[src/rtl/u21_pkg.sv]
// u21_pkg: shared definitions for the u21 wiring sequencer.
//   W_O/W_I/W_A/W_B : legal wiring codes (bit 2 clear)
//   WW, NPIN, FW    : code width, pins per cell, truth-table width
//   state_t         : sequencer state encoding
package u21_pkg;

  localparam logic [2:0] W_O = 3'd0;
  localparam logic [2:0] W_I = 3'd1;
  localparam logic [2:0] W_A = 3'd2;
  localparam logic [2:0] W_B = 3'd3;

  localparam int WW   = 3;
  localparam int NPIN = 4;
  localparam int FW   = 4;

  typedef enum logic [1:0] {
    ST_IDLE   = 2'd0,
    ST_SETTLE = 2'd1,
    ST_DONE   = 2'd2
  } state_t;

endpackage

[src/rtl/u21_settle_timer.sv]
// u21_settle_timer: loadable down-counter that paces reference sampling.
//   clk, rst_n : clock, async active-low reset (count clears to 0)
//   load       : reload with LATENCY-1 (has priority over dec)
//   dec        : count down by one, saturating at zero
//   zero       : count is zero, i.e. the reference output has settled
module u21_settle_timer #(
  parameter int LATENCY = 2
) (
  input  logic clk,
  input  logic rst_n,
  input  logic load,
  input  logic dec,
  output logic zero
);

  localparam int CW = (LATENCY > 1) ? $clog2(LATENCY) : 1;

  logic [CW-1:0] cnt;

  always_ff @(posedge clk or negedge rst_n) begin
    if (!rst_n) begin
      cnt <= '0;
    end else if (load) begin
      cnt <= CW'(LATENCY - 1);
    end else if (dec && (cnt != '0)) begin
      cnt <= cnt - CW'(1);
    end
  end

  assign zero = (cnt == '0);

endmodule

[src/rtl/u21_wiring_seq.sv]
// u21_wiring_seq: walks the u21_ref query port over every pin for one truth
// table and returns the packed wiring word.
//   clk, rst_n          : clock, async active-low reset
//   req_valid/ready/func: job request (accepted only in IDLE)
//   ref_func, ref_pin   : query drive to u21_ref (func held for the whole job)
//   ref_wiring          : registered code returned by u21_ref
//   rsp_valid/ready     : response handshake
//   rsp_wiring          : code for pin p at [WW*p +: WW]
//   rsp_func, rsp_err   : echoed func; any captured code had bit 2 set
//
// state     | meaning
// ----------+-----------------------------------------------------------
// ST_IDLE   | waiting for a request, req_ready high
// ST_SETTLE | timer running for ref_pin; sample when it reaches zero
// ST_DONE   | response held on rsp_* until the consumer takes it
module u21_wiring_seq #(
  parameter int LATENCY = 2,
  parameter int NPIN    = 4,
  parameter int WW      = 3,
  localparam int PW     = (NPIN > 1) ? $clog2(NPIN) : 1
) (
  input  logic                   clk,
  input  logic                   rst_n,
  input  logic                   req_valid,
  output logic                   req_ready,
  input  logic [u21_pkg::FW-1:0] req_func,
  output logic [u21_pkg::FW-1:0] ref_func,
  output logic [PW-1:0]          ref_pin,
  input  logic [WW-1:0]          ref_wiring,
  output logic                   rsp_valid,
  input  logic                   rsp_ready,
  output logic [NPIN*WW-1:0]     rsp_wiring,
  output logic [u21_pkg::FW-1:0] rsp_func,
  output logic                   rsp_err
);

  import u21_pkg::*;

  state_t              state;
  logic [NPIN*WW-1:0]  acc;
  logic [NPIN*WW-1:0]  acc_nxt;
  logic                err;
  logic                err_nxt;
  logic                last_pin;
  logic                tmr_zero;
  logic                tmr_load;
  logic                tmr_dec;

  assign last_pin = (ref_pin == PW'(NPIN - 1));

  // Accumulator with the current sample merged in, so the final pin's code
  // lands in the response in the same edge it is captured.
  always_comb begin
    acc_nxt = acc;
    acc_nxt[int'(ref_pin)*WW +: WW] = ref_wiring;
    err_nxt = err | ref_wiring[WW-1];
  end

  assign tmr_load = ((state == ST_IDLE) && req_valid && req_ready) ||
                    ((state == ST_SETTLE) && tmr_zero && !last_pin);
  assign tmr_dec  = (state == ST_SETTLE) && !tmr_zero;

  u21_settle_timer #(.LATENCY(LATENCY)) u_timer (
    .clk   (clk),
    .rst_n (rst_n),
    .load  (tmr_load),
    .dec   (tmr_dec),
    .zero  (tmr_zero)
  );

  always_ff @(posedge clk or negedge rst_n) begin
    if (!rst_n) begin
      state      <= ST_IDLE;
      req_ready  <= 1'b1;
      ref_func   <= '0;
      ref_pin    <= '0;
      acc        <= '0;
      err        <= 1'b0;
      rsp_valid  <= 1'b0;
      rsp_wiring <= '0;
      rsp_func   <= '0;
      rsp_err    <= 1'b0;
    end else begin
      case (state)
        ST_IDLE: begin
          if (req_valid && req_ready) begin
            ref_func  <= req_func;
            ref_pin   <= '0;
            acc       <= '0;
            err       <= 1'b0;
            req_ready <= 1'b0;
            state     <= ST_SETTLE;
          end
        end
        ST_SETTLE: begin
          if (tmr_zero) begin
            acc <= acc_nxt;
            err <= err_nxt;
            if (last_pin) begin
              rsp_wiring <= acc_nxt;
              rsp_func   <= ref_func;
              rsp_err    <= err_nxt;
              rsp_valid  <= 1'b1;
              state      <= ST_DONE;
            end else begin
              ref_pin <= ref_pin + PW'(1);
            end
          end
        end
        ST_DONE: begin
          // Retirement and the next acceptance never share a cycle.
          if (rsp_ready) begin
            rsp_valid <= 1'b0;
            req_ready <= 1'b1;
            state     <= ST_IDLE;
          end
        end
        default: begin
          state     <= ST_IDLE;
          req_ready <= 1'b1;
          rsp_valid <= 1'b0;
        end
      endcase
    end
  end

endmodule

[config.mk]
export PLATFORM = sky130hd
export DESIGN_NAME = u21_wiring_seq
export DESIGN_NICKNAME = d
export VERILOG_FILES = /design/src/rtl/u21_pkg.sv /design/src/rtl/u21_settle_timer.sv /design/src/rtl/u21_wiring_seq.sv
export SDC_FILE = /design/constraint.sdc
export NUM_CORES = 1
export LEC_CHECK = 0
export BUFFER_PORTS_ARGS = -buffer_cell sky130_fd_sc_hd__buf_2
export CAP_MARGIN = 5
export CORE_MARGIN = 2
export CORE_UTILIZATION = 25
export CTS_BUF_LIST = sky130_fd_sc_hd__clkbuf_16
export DETAILED_ROUTE_END_ITERATION = 10
export GPL_TIMING_DRIVEN = 1
export SYNTH_ARGS = -nofsm -noshare
export SYNTH_HDL_FRONTEND = slang
export SYNTH_HIERARCHICAL = 1
export SYNTH_SLANG_ARGS = --single-unit
[constraint.sdc]
create_clock -name clk -period 3.1 [get_ports clk]
set_clock_uncertainty 0.2 [all_clocks]
set_input_delay 0.465 -clock clk [delete_from_list [all_inputs] [get_ports clk]]
set_output_delay 0.465 -clock clk [all_outputs]
set_load 0.1 [all_outputs]
==> impl_metrics.csv, run 1 <==
group,metric,value,unit
route,drc_errors,0,
clocking,cts_root_buf,"clkbuf_16",
final_layout,final_layout_size_suffix_gt1_frac,0.306,
grt,grt_pass1_vias,1225,
run,maxCapViolCount,0,
placement,dpl.hpwl,2.64,mm
sta,rsz0062_at_grt,"no",
sta,layout_min_cycle_time,2090,ps
grt,grt_max_degree,39,
sta,max_freq,478,MHz
floorplanning,die_area,7580,µm²
yosys,yosysWarnings,6,
route,wl,3.69,mm
sta,worst_pin_slew,846,ps
yosys,synthTopCellsByArea,"dfrtp_1 54%, o2bb2ai_1 4.6%, nand2_1 4.1%, a21oi_1 3.8%, ha_1 3.6%",
grt,grt_use_total,0.109,
yosys,synth-adder-area-share,0.0363,
status,status,"finished clean",
min_path,hold_path.class,"primary input to asynchronous set/reset pin",
yosys,synth_area,1720,µm²
floorplanning,die_h,87.0,µm
final_layout,fillers,679,
clocking,postCtsSetupRepairBufs,0,
route,drt_pass1_iterations,4,
sta,tns,0,ps
floorplanning,start_util,0.257,
route,ant_nets,0,
setup_path,crit_path_max_fanout,11,
yosys,synth-simple-area-share,0.165,
yosys,yosysTopAreaCell,"dfrtp_1",
yosys,ys_types,34,
yosys,yosysSeqAreaShare,0.552,
yosys,synth_compound_area_frac,0.159,
yosys,avgSynthCellArea,11.3,µm²
grt,antenna_found_initial,0,
final_layout,antenna_cells,0,
setup_path,startpoint_type,"flop",
setup_path,endpoint_kind,"flop",
grt,grt_pass1_wl,6.22,mm
route,wl_per_cell,13.5,µm
setup_path,crit_arrival,2080,ps
sta,finalCritPeriodShare,0.675,
clocking,clock_path_buffers,2,
floorplanning,rows,30,
final_layout,fin_nets,208,
sta,whs,91.3,ps
sta,finalMaxSlewViolations,0,
final_layout,multi_input_area,727,µm²
grt,grt-ovfl-total,0,
route,via_count,1249,
setup_path,required,3080,ps
clocking,cts_hold_buffers,0,
route,via_per_inst,4.58,
yosys,synthMuxAreaShare,0.0610,
clocking,clock-sinks,38,
final_layout,register_area,952,µm²
floorplanning,die_x,87.0,µm
clocking,numCtsBuffers,5,
setup_path,critPathKind,"flop to flop",
placement,gp_congestion,0.762,
yosys,syn-num-nets,168,
yosys,syn_inst,152,
placement,numPortBuffers,35,
final_layout,area_delta_synth_final,26.1,%
clocking,cts.clk_slew.worst_paths,50,ps
clocking,cts_tree,"yes",
floorplanning,io_pins,36,
sta,slew_headroom,0.436,
yosys,synth-xor-area-share,0,
clocking,h-tree-depth,2,
route,drt_iter0_drc,81,
clocking,cts_resized,0,
clocking,clock_latency,280,ps
sta,hold_violations,0,
floorplanning,core_area,6720,µm²
yosys,synth_top_family_by_area,"simple AND/OR/NAND/NOR gates",
yosys,ys_seq_elements,38,
sta,setup_viol,0,
yosys,synth_top_area_share,0.537,
[per-layer routing]
layer	global-route usage	vias to the layer above	wire [µm]	part of all wire
met4	0.0469	0	84	0.023
met1	0.136	597	1640	0.45
met3	0.0313	6	145	0.039
li1	-	625	-	-
met5	0	-	0	0
met2	0.173	21	1810	0.49
[worst max-delay path, cell delays in order (launching register included)]
cell	delay [ps]
dfrtp_1	550
inv_1	170
ha_1	420
nor3b_1	350
a21oi_1	110
o21ai_0	200
[cell families after synthesis]
logic type / count (synthesis)
AO/OA/AOI/OAI: 43
adder cells (fa/ha/maj): 5
buffers and inverters: 8
flip-flops: 38
multiplexers: 8
AND/OR/NAND/NOR: 50
[cells in the mapped netlist (all sizes together)]
library cell   n
dfrtp         37
nand2         19
a21oi         13
o21ai         13
nor2b          9
o2bb2ai        9
mux2           8
nor2           8
ha             5
inv            4
a22o           3
a31oi          3
buf            3
nand4b         2
nor4bb         2
or2            2
and2           1
and3b          1
and4b          1
and4bb         1
clkbuf         1
dfstp          1
nand3          1
nand4bb        1
nor3b          1
o21bai         1
o22a           1
or2b           1
[final cells by class]
| type | instances | area share |
|---|---|---|
| well taps | 80 | 0.0461 |
| clock buffers | 5 | 0.0576 |
| multi-input cells | 106 | 0.334 |
| repair buffers | 37 | 0.0875 |
| clock inverters | 3 | 0.0294 |
| inverters | 4 | 0.00691 |
| flip-flops and latches | 38 | 0.438 |
[final timing paths]
path	from	end	slack (ps)	cells past startpoint
setup / recovery	ref_pin[0]$_DFFE_PN0P_	rsp_wiring[0]$_DFFE_PN0P_	1010	5
hold / removal	rst_n	ref_pin[1]$_DFFE_PN0P_	90	1
setup reg to reg	ref_pin[0]$_DFFE_PN0P_	rsp_wiring[0]$_DFFE_PN0P_	1010	5
hold reg to reg	rsp_wiring[5]$_DFFE_PN0P_	rsp_wiring[5]$_DFFE_PN0P_	270	2
max in group asynchronous	rst_n	rsp_wiring[5]$_DFFE_PN0P_	2070	1
min in group clk	req_func[0]	ref_func[0]$_DFFE_PN0P_	210	2
[stage by stage]
stage          instance area (µm²)   util  cells  setup WS [ps]
2_1_floorplan                 1720      -    152            608
3_3_place_gp                  1980  0.295    265           1110
3_5_place_dp                  1980  0.295    265           1050
4_1_cts                       2170  0.323    273           1010
5_1_grt                       2170  0.323    273            865
6_report                      2170  0.323    273           1010
[state kept, by name, summed over array words and instances (netlist names)]
| name | flops |
|---|---|
| rsp_wiring | 12 |
| acc | 9 |
| ref_func | 4 |
| rsp_func | 4 |
| ref_pin | 2 |
| state | 2 |
| err | 1 |
| req_ready | 1 |
| rsp_err | 1 |
| rsp_valid | 1 |
| u_timer/cnt | 1 |
[layout by cell type (no fill, tap or decap)]
cell type and n:
and2_1 1, nand2_1 19, buf_2 35, or2b_1 1
a22o_1 3, bufinv_16 2, ha_1 5, or2_4 1
nor4bb_1 1, o21ai_0 11, clkbuf_16 5, nor2_1 8
buf_4 2, or2_2 1, nand4bb_1 1, o2bb2ai_1 9
and4bb_2 1, a21oi_1 13, clkinv_1 1, inv_1 3
and3b_1 1, dfstp_2 1, nand3_1 1, dfrtp_1 37
nor2b_1 9, o22a_1 1, mux2_2 4, nor3b_1 1
mux2_4 4, a31oi_1 3, o21bai_2 1, and4b_1 1
o21ai_1 2, inv_2 1, nand4b_1 2, nor4bb_2 1
Power of run 1 is not shown: default switching activity piles up to over one toggle a cycle in this logic, so the estimate is an artifact.
==> run 2, diff against run 1 <==
==> constraint.sdc (replaced) <==
create_clock -name clk -period 1.88 [get_ports clk]
set_clock_uncertainty 0.2 [all_clocks]
set_input_delay 0.282 -clock clk [delete_from_list [all_inputs] [get_ports clk]]
set_output_delay 0.282 -clock clk [all_outputs]
set_load 0.1 [all_outputs]
==> run 2 against run 1 <==
- register-to-register slack lost 930 ps
- global-route usage fell by 0.37 points
- non-clock buffer count increased by 7
- critical path type is now flop to output pin
==> impl_metrics.csv, run 2 (synthesis results as in run 1) <==
group,metric,value,unit
clocking,h-tree-depth,2,
setup_path,regToRegStartpoint,"ref_pin[0]$_DFFE_PN0P_",
placement,dpl_cell_area,2090,µm²
setup_path,crit_path_max_fanout,4,
clocking,numCtsBuffers,5,
floorplanning,io_pins,36,
grt,grt_max_degree,25,
route,wl_per_cell,13.3,µm
final_layout,final_layout_size_suffix_gt1_frac,0.360,
setup_path,startpoint_type,"flop",
setup_path,endpoint_kind,"output pin",
final_layout,largest_register,"rsp_wiring",
grt,grt-ovfl-total,0,
final_layout,fin_nets,215,
floorplanning,die_area,7580,µm²
grt,grt_pass1_vias,1222,
final_layout,register_area,963,µm²
final_layout,largest_register_ffs,12,
clocking,cts.clk_slew.worst_paths,50,ps
min_path,hold_path_end,"ref_func[3]$_DFFE_PN0P_",
sta,hold_violations,0,
setup_path,critPathSlowestCell,"dfstp_4",
final_layout,multi_input_area,764,µm²
setup_path,required,1400,ps
floorplanning,core_area,6720,µm²
final_layout,final_cell_mix,"35 x dfrtp_1, 35 x buf_2, 19 x nand2_1",
route,drt_iter0_drc,54,
final_layout,largestRegisters,"rsp_wiring (12), acc (9)",
sta,slew_headroom,0.668,
route,drt_pass1_iterations,4,
grt,antenna_found_initial,0,
floorplanning,die_h,87.0,µm
placement,dpl.hpwl,2.85,mm
placement,numPortBuffers,35,
sta,setup_viol,0,
clocking,cts_root_buf,"clkbuf_16",
min_path,min_path_cells,2,
grt,grt_pass1_wl,6.16,mm
setup_path,crit_buf_inv,1,
sta,finalMaxSlewViolations,0,
clocking,cts_tree,"yes",
setup_path,r2r_end,"rsp_wiring[3]$_DFFE_PN0P_",
floorplanning,die_x,87.0,µm
floorplanning,rows,30,
final_layout,area_delta_synth_final,32.8,%
setup_path,path_delay_family,"flip-flops",
run,maxCapViolCount,0,
setup_path,critPathKind,"flop to output pin",
setup_path,r2r_slack,80,ps
clocking,clock-sinks,38,
setup_path,slowest_delay,620,ps
sta,rsz0062_at_grt,"no",
sta,layout_min_cycle_time,1800,ps
final_layout,fillers,682,
sta,worst_pin_slew,501,ps
min_path,hold_path.class,"primary input to flop",
route,wl,3.71,mm
final_layout,antenna_cells,0,
sta,max_freq,556,MHz
grt,grt_use_total,0.105,
clocking,clock_path_buffers,2,
status,status,"finished clean",
setup_path,crit_arrival,1320,ps
placement,gp_congestion,0.762,
route,via_count,1246,
route,via_per_inst,4.45,
clocking,clock_latency,280,ps
final_layout,final_core_util,0.341,
setup_path,path_cells,"buf_2",
setup_path,worstRegToRegCells,5,
route,ant_nets,0,
setup_path,crit_start,"req_ready$_DFFE_PN1P_",
final_layout,stdcell_area,2290,µm²
sta,whs,34.4,ps
route,drc_errors,0,
floorplanning,start_util,0.257,
sta,finalCritPeriodShare,0.957,
min_path,hp-start,"req_func[3]",
-- run 2: cell type report --
type                            count  area share
Clock buffer                        5      0.0546
Clock inverter                      3      0.0279
Inverter                            4     0.00656
Multi-Input combinational cell    106       0.334
Sequential cell                    38       0.421
Tap cell                           80      0.0437
Timing Repair Buffer               44       0.113
-- run 2: worst max path at each step --
stage	endpoint	slack, ps	cells past startpoint
after global placement	rsp_wiring[4]$_DFFE_PN0P_	120	5
after detailed placement	rsp_func[2]$_DFFE_PN0P_	100	4
after CTS	req_ready	70	1
final	req_ready	80	1
after floorplan	rsp_wiring[6]$_DFFE_PN0P_	-10	5
after global routing	rsp_wiring[4]$_DFFE_PN0P_	10	5
-- run 2: through the flow --
step	instances	TNS (ps)	setup slack [ps]
floorplan	152	-38.5	-12.8
global placement	271	0	121
detailed placement	271	0	97.2
CTS	280	0	72.5
global route	280	0	12.8
finish	280	0	81.3
-- run 2: what timing repair did --
| item | in CTS | in global routing |
|---|---|---|
| setup buffers | 0 | 0 |
| hold buffers | 1 | 0 |
| resized for setup | 0 | 2 |
| setup endpoints to repair | 0 | 2 |
| hold endpoints to repair | 16 | 0 |
-- run 2: per-layer routing --
layer | vias up | track usage | routed length, µm
met4 | 0 | 0.0455 | 36
met2 | 28 | 0.153 | 1690
li1 | 637 | - | -
met5 | - | 0 | 0
met3 | 5 | 0.0351 | 218
met1 | 576 | 0.141 | 1770
Power of run 2 is left out for the same reason.
